### src/rtl/cordic_pkg.sv
// Shared definitions for the CORDIC iteration controller: FSM state
// encoding and the default micro-rotation count.
package cordic_pkg;

  localparam int DefaultIterations = 16;

  typedef enum logic [1:0] {
    ST_IDLE = 2'd0,
    ST_LOAD = 2'd1,
    ST_ITER = 2'd2,
    ST_DONE = 2'd3
  } cordic_state_t;

endpackage

### src/rtl/iter_counter.sv
// Iteration index for the CORDIC controller. The index doubles as the
// barrel-shift amount and the arctan ROM address. It is cleared on request,
// stepped on request, and flags the last micro-rotation.
module iter_counter
  import cordic_pkg::*;
#(
  parameter int Iterations = DefaultIterations,
  parameter int CntWidth   = $clog2(Iterations)
) (
  input  logic                clk,
  input  logic                rst,
  input  logic                clr,
  input  logic                inc,
  output logic                tc,
  output logic [CntWidth-1:0] count
);

  localparam logic [CntWidth-1:0] LastIndex = CntWidth'(Iterations - 1);

  // Index register: clear takes priority over increment.
  // NOTE: registered state is always written with <= so every flop samples
  // its inputs before any of them update on the same edge.
  always_ff @(posedge clk or posedge rst) begin
    if (rst) begin
      count <= '0;
    end else if (clr) begin
      count <= '0;
    end else if (inc) begin
      count <= count + 1'b1;
    end
  end

  assign tc = (count == LastIndex);

endmodule

### src/rtl/cordic_ctrl.sv
// Moore FSM sequencing an iterative CORDIC datapath:
// IDLE -> LOAD (mux picks initial operands) -> ITER (Iterations cycles of
// feedback) -> DONE (result held until the consumer acks).
// Optional feature: define CORDIC_CTRL_ABORT_EN to add abort_i, which
// returns the FSM to IDLE from any state without producing a result.
module cordic_ctrl
  import cordic_pkg::*;
#(
  parameter int Iterations = DefaultIterations,
  parameter int CntWidth   = $clog2(Iterations)
) (
  input  logic                clk_i,
  input  logic                rst_i,
  input  logic                start_i,
  input  logic                mode_i,
`ifdef CORDIC_CTRL_ABORT_EN
  input  logic                abort_i,
`endif
  input  logic                ack_i,
  output logic                ready_o,
  output logic                sel_o,
  output logic                en_o,
  output logic [CntWidth-1:0] iter_o,
  output logic                mode_o,
  output logic                valid_o
);

  cordic_state_t state;
  cordic_state_t state_next;
  logic          accept;
  logic          cnt_clr;
  logic          cnt_inc;
  logic          cnt_tc;

  // Next-state logic; an abort, when built in, overrides every transition.
  // NOTE: state_next gets a default before the case so no path leaves it
  // unassigned, which would otherwise infer a latch.
  always_comb begin
    state_next = state;
    unique case (state)
      ST_IDLE: if (start_i) state_next = ST_LOAD;
      ST_LOAD: state_next = ST_ITER;
      ST_ITER: if (cnt_tc) state_next = ST_DONE;
      ST_DONE: if (ack_i) state_next = ST_IDLE;
      default: state_next = ST_IDLE;
    endcase
`ifdef CORDIC_CTRL_ABORT_EN
    if (abort_i) state_next = ST_IDLE;
`endif
  end

  // State register.
  always_ff @(posedge clk_i or posedge rst_i) begin
    if (rst_i) begin
      state <= ST_IDLE;
    end else begin
      state <= state_next;
    end
  end

  // Acceptance is derived from the chosen transition so an abort in IDLE
  // also suppresses the mode capture.
  assign accept = (state == ST_IDLE) && (state_next == ST_LOAD);

  // Mode captured at acceptance and held for the whole operation.
  always_ff @(posedge clk_i or posedge rst_i) begin
    if (rst_i) begin
      mode_o <= 1'b0;
    end else if (accept) begin
      mode_o <= mode_i;
    end
  end

  // Any return to IDLE (ack or abort) clears the index; it only advances
  // inside ITER and stops on the last micro-rotation so DONE shows it.
  assign cnt_clr = (state_next == ST_IDLE);
  assign cnt_inc = (state == ST_ITER) && !cnt_tc;

  iter_counter #(
    .Iterations (Iterations),
    .CntWidth   (CntWidth)
  ) u_iter_counter (
    .clk   (clk_i),
    .rst   (rst_i),
    .clr   (cnt_clr),
    .inc   (cnt_inc),
    .tc    (cnt_tc),
    .count (iter_o)
  );

  // Moore outputs decoded from state only.
  assign ready_o = (state == ST_IDLE);
  assign valid_o = (state == ST_DONE);
  assign sel_o   = (state == ST_ITER);
  assign en_o    = (state == ST_LOAD) || (state == ST_ITER);

endmodule

### config.mk
export PLATFORM = sky130hd
export DESIGN_NAME = cordic_ctrl
export DESIGN_NICKNAME = d
export VERILOG_FILES = /design/src/rtl/cordic_pkg.sv /design/src/rtl/iter_counter.sv /design/src/rtl/cordic_ctrl.sv
export SDC_FILE = /design/constraint.sdc
export NUM_CORES = 1
export LEC_CHECK = 0
export CELL_PAD_IN_SITES_DETAIL_PLACEMENT = 1
export CELL_PAD_IN_SITES_GLOBAL_PLACEMENT = 1
export CORE_AREA = 2 2 39 41
export CTS_CLUSTER_SIZE = 8
export DETAILED_ROUTE_END_ITERATION = 8
export DIE_AREA = 0 0 41 43
export PLACE_DENSITY_LB_ADDON = 0.1
export SYNTH_ARGS = -nofsm -noshare
export SYNTH_HDL_FRONTEND = slang
export SYNTH_SLANG_ARGS = --single-unit
### constraint.sdc
create_clock -name clk_i -period 3.4 [get_ports clk_i]
set_input_delay 0.68 -clock clk_i [delete_from_list [all_inputs] [get_ports clk_i]]
set_output_delay 0.68 -clock clk_i [all_outputs]
set_load 0.02 [all_outputs]
==> impl_metrics.py, run 1 <==
metrics = {
    "status": {
        "status": "finished, final reports clean",
    },
    "sta": {
        "relSlewSlack": 0.7329,
        "max_freq_ghz": 0.4072,
        "rsz0062_at_grt": "no",
        "tns_ns": 0,
        "setup_viol": 0,
        "finClkSkew_ns": 0.0007309,
        "tightest_slew_ns": 0.3987,
        "layout_setup_ws_ns": 0.9444,
        "hold_viol": 0,
        "fin_crit_ns": 2.456,
        "finalMaxSlewViolations": 0,
        "post-route-period-util": 0.7222,
    },
    "cells_and_area": {
        "drive_gt1_frac": 0.1017,
        "n_fill_cell": 156,
        "fin_cells": 75,
        "diodes": 0,
        "fin_nets": 69,
        "syn_to_final_growth_pct": 43.38,
    },
    "clock_network": {
        "path_clk_slew_ns": 0.05,
        "cts_resized": 0,
        "cts_buffers": 3,
        "cts_sinks": 7,
        "cts_tree": "done",
        "cts_root_buf": "clkbuf_4",
        "insertion_delay_ns": 0.25,
        "htree_levels": 1,
        "clock_path_buffers": 2,
        "cts_setup_buffers": 0,
        "ctsHoldBuffers": 0,
    },
    "logic_synthesis": {
        "synth-edff-count": 0,
        "yosys_register_bits": 7,
        "netlist_area_um2": 406.6,
        "syn_avg_cell_area_um2": 9.682,
        "synthCells": 42,
        "syn_nets": 51,
        "ys_async_sr_fraction": 1.000,
        "synth_cell_types": 21,
        "ys_seq_area_frac": 0.4308,
        "ys.flop_type": "dfrtp_1",
        "synth_warnings": 0,
    },
    "job": {
        "max_cap_viol_count": 0,
    },
    "min_path": {
        "hp-class": "reg2reg",
    },
    "power": {
        "p_leak_nw": 0.2551,
        "power_density_nw_per_um2": 938.8,
        "peakVddDrop_uv": 312.8,
    },
    "worst_setup_path": {
        "cpMaxStageDelayCell": "clkdlybuf4s50_1",
        "crit_fanout": 9,
        "path_class": "reg2out",
        "cp_top_family": "buffers and inverters",
        "critical_path.cell_chain": "inv_1 > ha_1 > clkdlybuf4s50_1",
        "worst_path_largest_cell_delay_ns": 0.67,
        "worstSetupEndpointType": "output port",
        "crit_buf_inv": 2,
        "worstPathRequired_ns": 2.72,
        "crit_arrival_ns": 1.78,
        "cp-start-kind": "register",
    },
    "routing": {
        "dr.pass1.iters": 2,
        "vias": 374,
        "drc_errors": 0,
        "drtAntennaViolNets": 0,
        "via_per_inst": 4.987,
        "drtIter0Drc": 3,
        "routed_wl_um": 1016,
        "wl_per_cell_um": 13.55,
    },
    "global_routing": {
        "grt_max_degree": 10,
        "overflow": 0,
        "grt_usage": 0.1495,
        "antenna_found_initial": 0,
        "grt_pass1_vias": 379,
        "grt_pass1_wl_um": 1690,
    },
    "die": {
        "die_y_um": 43,
        "die-area_um2": 1763,
        "die_w_um": 41,
        "coreArea_um2": 1384,
        "io_pins": 14,
        "start_util": 0.2939,
        "rows": 14,
    },
    "placement": {
        "post-place-cells": 71,
        "port_buffers": 13,
        "place_hpwl_um": 782.6,
        "dp_slack_ns": 1.133,
        "place_congestion": 0.6372,
    },
}
==> area by class of cell <==
class	instances	area, um^2	area share
inverter	4	15.01	0.02575
clock buffer	4	26.28	0.04506
timing repair buffer	13	130.1	0.2232
multi-input combinational	31	216.5	0.3712
tap	16	20.02	0.03433
sequential	7	175.2	0.3004
==> metal layers <==
layer	track usage	wire, um	vias up	part of all wire
li1	-	-	180	-
met4	0.1000	8	0	0.0079
met5	0	0	-	0
met2	0.2281	530	11	0.52
met3	0.03141	72	2	0.071
met1	0.1779	405	181	0.40
==> kinds of logic (layout without fill, tap and decap cells) <==
group	count (synthesis)	after routing	synth area share
AO/OA/AOI/OAI	5	5	0.08617
XOR/XNOR	1	1	0.02154
adder cells (fa/ha/maj)	4	4	0.1231
buffers and inverters	4	21	0.03691
flip-flops	7	7	0.4308
multiplexers	1	1	0.02769
AND/OR/NAND/NOR	20	20	0.2739
==> cell usage after synthesis (2+ instances only) <==
library cell	n	area (um^2)
a21oi_1	2	10.01
dfrtp_1	7	175.2
ha_1	4	50.05
inv_1	3	11.26
nand2_1	4	15.01
nand3_1	2	10.01
nand4_1	2	12.51
nor2_1	3	11.26
nor2b_1	2	12.51
nor3_1	2	10.01
==> registers in the layout (all words and copies together) (netlist names) <==
register,cells
state,2
mode_o,1
u_iter_counter.count,4
==> report_power, final <==
part           leakage (nW)  switching [mW]  internal (mW)
clock                0.0150          0.0296         0.0447
combinational         0.150           0.178          0.153
sequential           0.0905          0.0294          0.112
total                 0.255           0.237          0.310
==> cell usage in the layout, fill, tap and decap left out <==
cell             count
and4_1               1
a211oi_1             1
nor2_1               3
nand3_1              2
dfrtp_1              7
o41a_1               1
a21oi_1              2
or3_1                1
nand2_1              4
nor3_1               2
clkdlybuf4s50_1     13
clkbuf_4             3
nor3b_2              1
mux2_1               1
and3_1               1
a31oi_1              1
inv_1                3
nor2b_1              2
inv_2                1
ha_1                 4
xor2_1               1
or2_2                1
nand4_1              2
clkbuf_1             1
==> metrics by stage <==
step	hold slack, ns	total power, mW	utilization	instance area [um^2]
global placement	0.4712	0.4648	0.4024	556.8
detailed placement	0.4793	0.4801	0.4024	556.8
CTS	0.4913	0.5587	0.4213	583.1
finish	0.4856	0.5473	0.4213	583.1
floorplan	0.4834	0.3513	-	406.6
global route	0.5303	0.5974	0.4213	583.1
==> path summary, 6_finish.rpt <==
kind | slack, ns | start | endpoint | cells past startpoint
worst max-delay path | 0.94 | state[0] | sel_o | 3
worst min-delay path | 0.49 | mode_o | mode_o | 1
worst max register to register | 1.48 | state[0] | mode_o | 5
worst min register to register | 0.49 | mode_o | mode_o | 1
max in group asynchronous | 2.51 | rst_i | mode_o | 2
min in group asynchronous | 0.67 | rst_i | state[0] | 2
Note: power is estimated with default switching activity, not from simulation.
==> inputs of run 2 (changes only) <==
Settings changed: CORE_AREA 2 2 39 41 to not set, CORE_UTILIZATION set to 27, DIE_AREA 0 0 41 43 to not set.
Clock period 3.4 ns to 2.25 ns, I/O delays scaled along.
==> run 2 against run 1 <==
Via count is 2.7% higher. Sequential share of layout area is 0.13 points higher. Cell count is 1.3% lower. Final area is 0.43% lower.
==> impl_metrics.py, run 2 (synthesized netlist as in run 1, its figures left out) <==
metrics = {
    "cells_and_area": {
        "diodes": 0,
        "final_cell_mix": "clkdlybuf4s50_1, dfrtp_1, nand2_1, ha_1",
        "largest_reg_flops": 4,
        "final_area_um2": 580.6,
        "n_fill_cell": 162,
        "final_common_cell": "clkdlybuf4s50_1",
        "fin_nets": 69,
        "drive_gt1_frac": 0.1017,
        "top_regs": "u_iter_counter.count x4, state x2, mode_o x1",
        "syn_to_final_growth_pct": 42.77,
        "regMostFlops": "u_iter_counter.count",
    },
    "die": {
        "coreArea_um2": 1350,
        "io_pins": 14,
        "rows": 13,
        "die-area_um2": 1665,
        "start_util": 0.3012,
        "die_y_um": 40.81,
        "die_w_um": 40.81,
    },
    "sta": {
        "timing.hold.ws_ns": 0.4297,
        "post-route-period-util": 0.9383,
        "hold_viol": 0,
        "relSlewSlack": 0.7358,
        "max_freq_ghz": 0.4737,
        "fin_crit_ns": 2.111,
        "tightest_slew_ns": 0.3945,
        "finClkSkew_ns": 0.001060,
        "rsz0062_at_grt": "no",
        "setup_viol": 0,
        "tns_ns": 0,
        "finalMaxSlewViolations": 0,
    },
    "routing": {
        "drc_errors": 0,
        "wl_per_cell_um": 13.76,
        "vias": 384,
        "drtAntennaViolNets": 0,
        "via_per_inst": 5.189,
        "dr.pass1.iters": 1,
        "routed_wl_um": 1018,
        "drtIter0Drc": 0,
    },
    "worst_setup_path": {
        "critical_path.cell_chain": "inv_1 > ha_1 > clkdlybuf4s50_1",
        "crit_arrival_ns": 1.66,
        "worst_path_largest_cell_delay_ns": 0.63,
        "reg2reg_slack_ns": 0.31,
        "worstSetupEndpointType": "output port",
        "cp-start-kind": "register",
        "cpMaxStageDelayCell": "clkdlybuf4s50_1",
        "crit_fanout": 6,
        "worstPathRequired_ns": 1.80,
        "path_class": "reg2out",
    },
    "global_routing": {
        "grt_usage": 0.1599,
        "grt_max_degree": 10,
        "overflow": 0,
        "grt_pass1_vias": 356,
        "grt_pass1_wl_um": 1607,
        "antenna_found_initial": 0,
    },
    "clock_network": {
        "cts_root_buf": "clkbuf_4",
        "clock_path_buffers": 2,
        "cts_sinks": 7,
        "insertion_delay_ns": 0.25,
        "path_clk_slew_ns": 0.05,
        "htree_levels": 1,
        "cts_setup_buffers": 0,
        "cts_buffers": 3,
        "cts_tree": "done",
    },
    "status": {
        "status": "finished, final reports clean",
    },
    "min_path": {
        "hp-class": "in2async",
    },
    "power": {
        "peakVddDrop_uv": 481.2,
        "power_mw": 0.8244,
        "p_leak_nw": 0.2575,
        "power_density_nw_per_um2": 1420,
    },
    "placement": {
        "placed_area_um2": 555.5,
        "place_congestion": 0.6670,
        "port_buffers": 13,
    },
    "job": {
        "max_cap_viol_count": 0,
    },
}
run 2: changes by cell type in the layout (fill, tap and decap cells not counted):
| cell | delta |
|---|---|
| clkdlybuf4s50_1 | -1 |
| dlygate4sd2_1 | +1 |
run 2: per-layer routing:
metal,part of all wire,up-vias,GRT usage
li1,-,183,-
met4,0.030,0,0.1250
met2,0.48,14,0.2578
met3,0.062,4,0.04891
met1,0.42,183,0.1711
met5,0,-,0
run 2: timing repair:
| item | in CTS | in global routing |
|---|---|---|
| setup endpoints to repair | 1 | 0 |
| hold endpoints to repair | 0 | 0 |
| resized for setup | 1 | 0 |
| hold buffers | 0 | 0 |
run 2: cell type report:
cell class / instances / area, um^2 / share of cell area
inverters: 4 / 15.01 / 0.02586
flip-flops and latches: 7 / 175.2 / 0.3017
clock buffers: 4 / 26.28 / 0.04526
multi-input cells: 31 / 216.5 / 0.3728
well taps: 15 / 18.77 / 0.03233
repair buffers: 13 / 128.9 / 0.2220
run 2: final timing paths:
kind                                from        to  cells past startpoint
worst max register to register  state[0]    mode_o                      5
worst min register to register    mode_o    mode_o                      1
max in group asynchronous          rst_i  state[1]                      2
worst max-delay path            state[0]   ready_o                      3
worst min-delay path               rst_i  state[0]                      2
min in group clk_i                mode_o    mode_o                      1
run 2: metrics by stage:
stage	worst slack [ns]	cells	util
after floorplan	0.3926	42	-
after global placement	0.2666	70	0.4115
after detailed placement	0.2138	70	0.4115
after CTS	0.1153	74	0.4300
after global routing	0.05226	74	0.4300
final	0.1388	74	0.4300
run 2: worst max-delay path: cells and delay by family (launching register included):
family / cells / cell delay [ns]
adder cells (fa/ha/maj): 1 / 0.25
buffers and inverters: 2 / 0.74
flip-flops: 1 / 0.42
run 2: where the power goes:
part | internal [mW] | switching (mW)
sequential | 0.170 | 0.0454
clock | 0.0677 | 0.0474
combinational | 0.224 | 0.270
total | 0.462 | 0.363
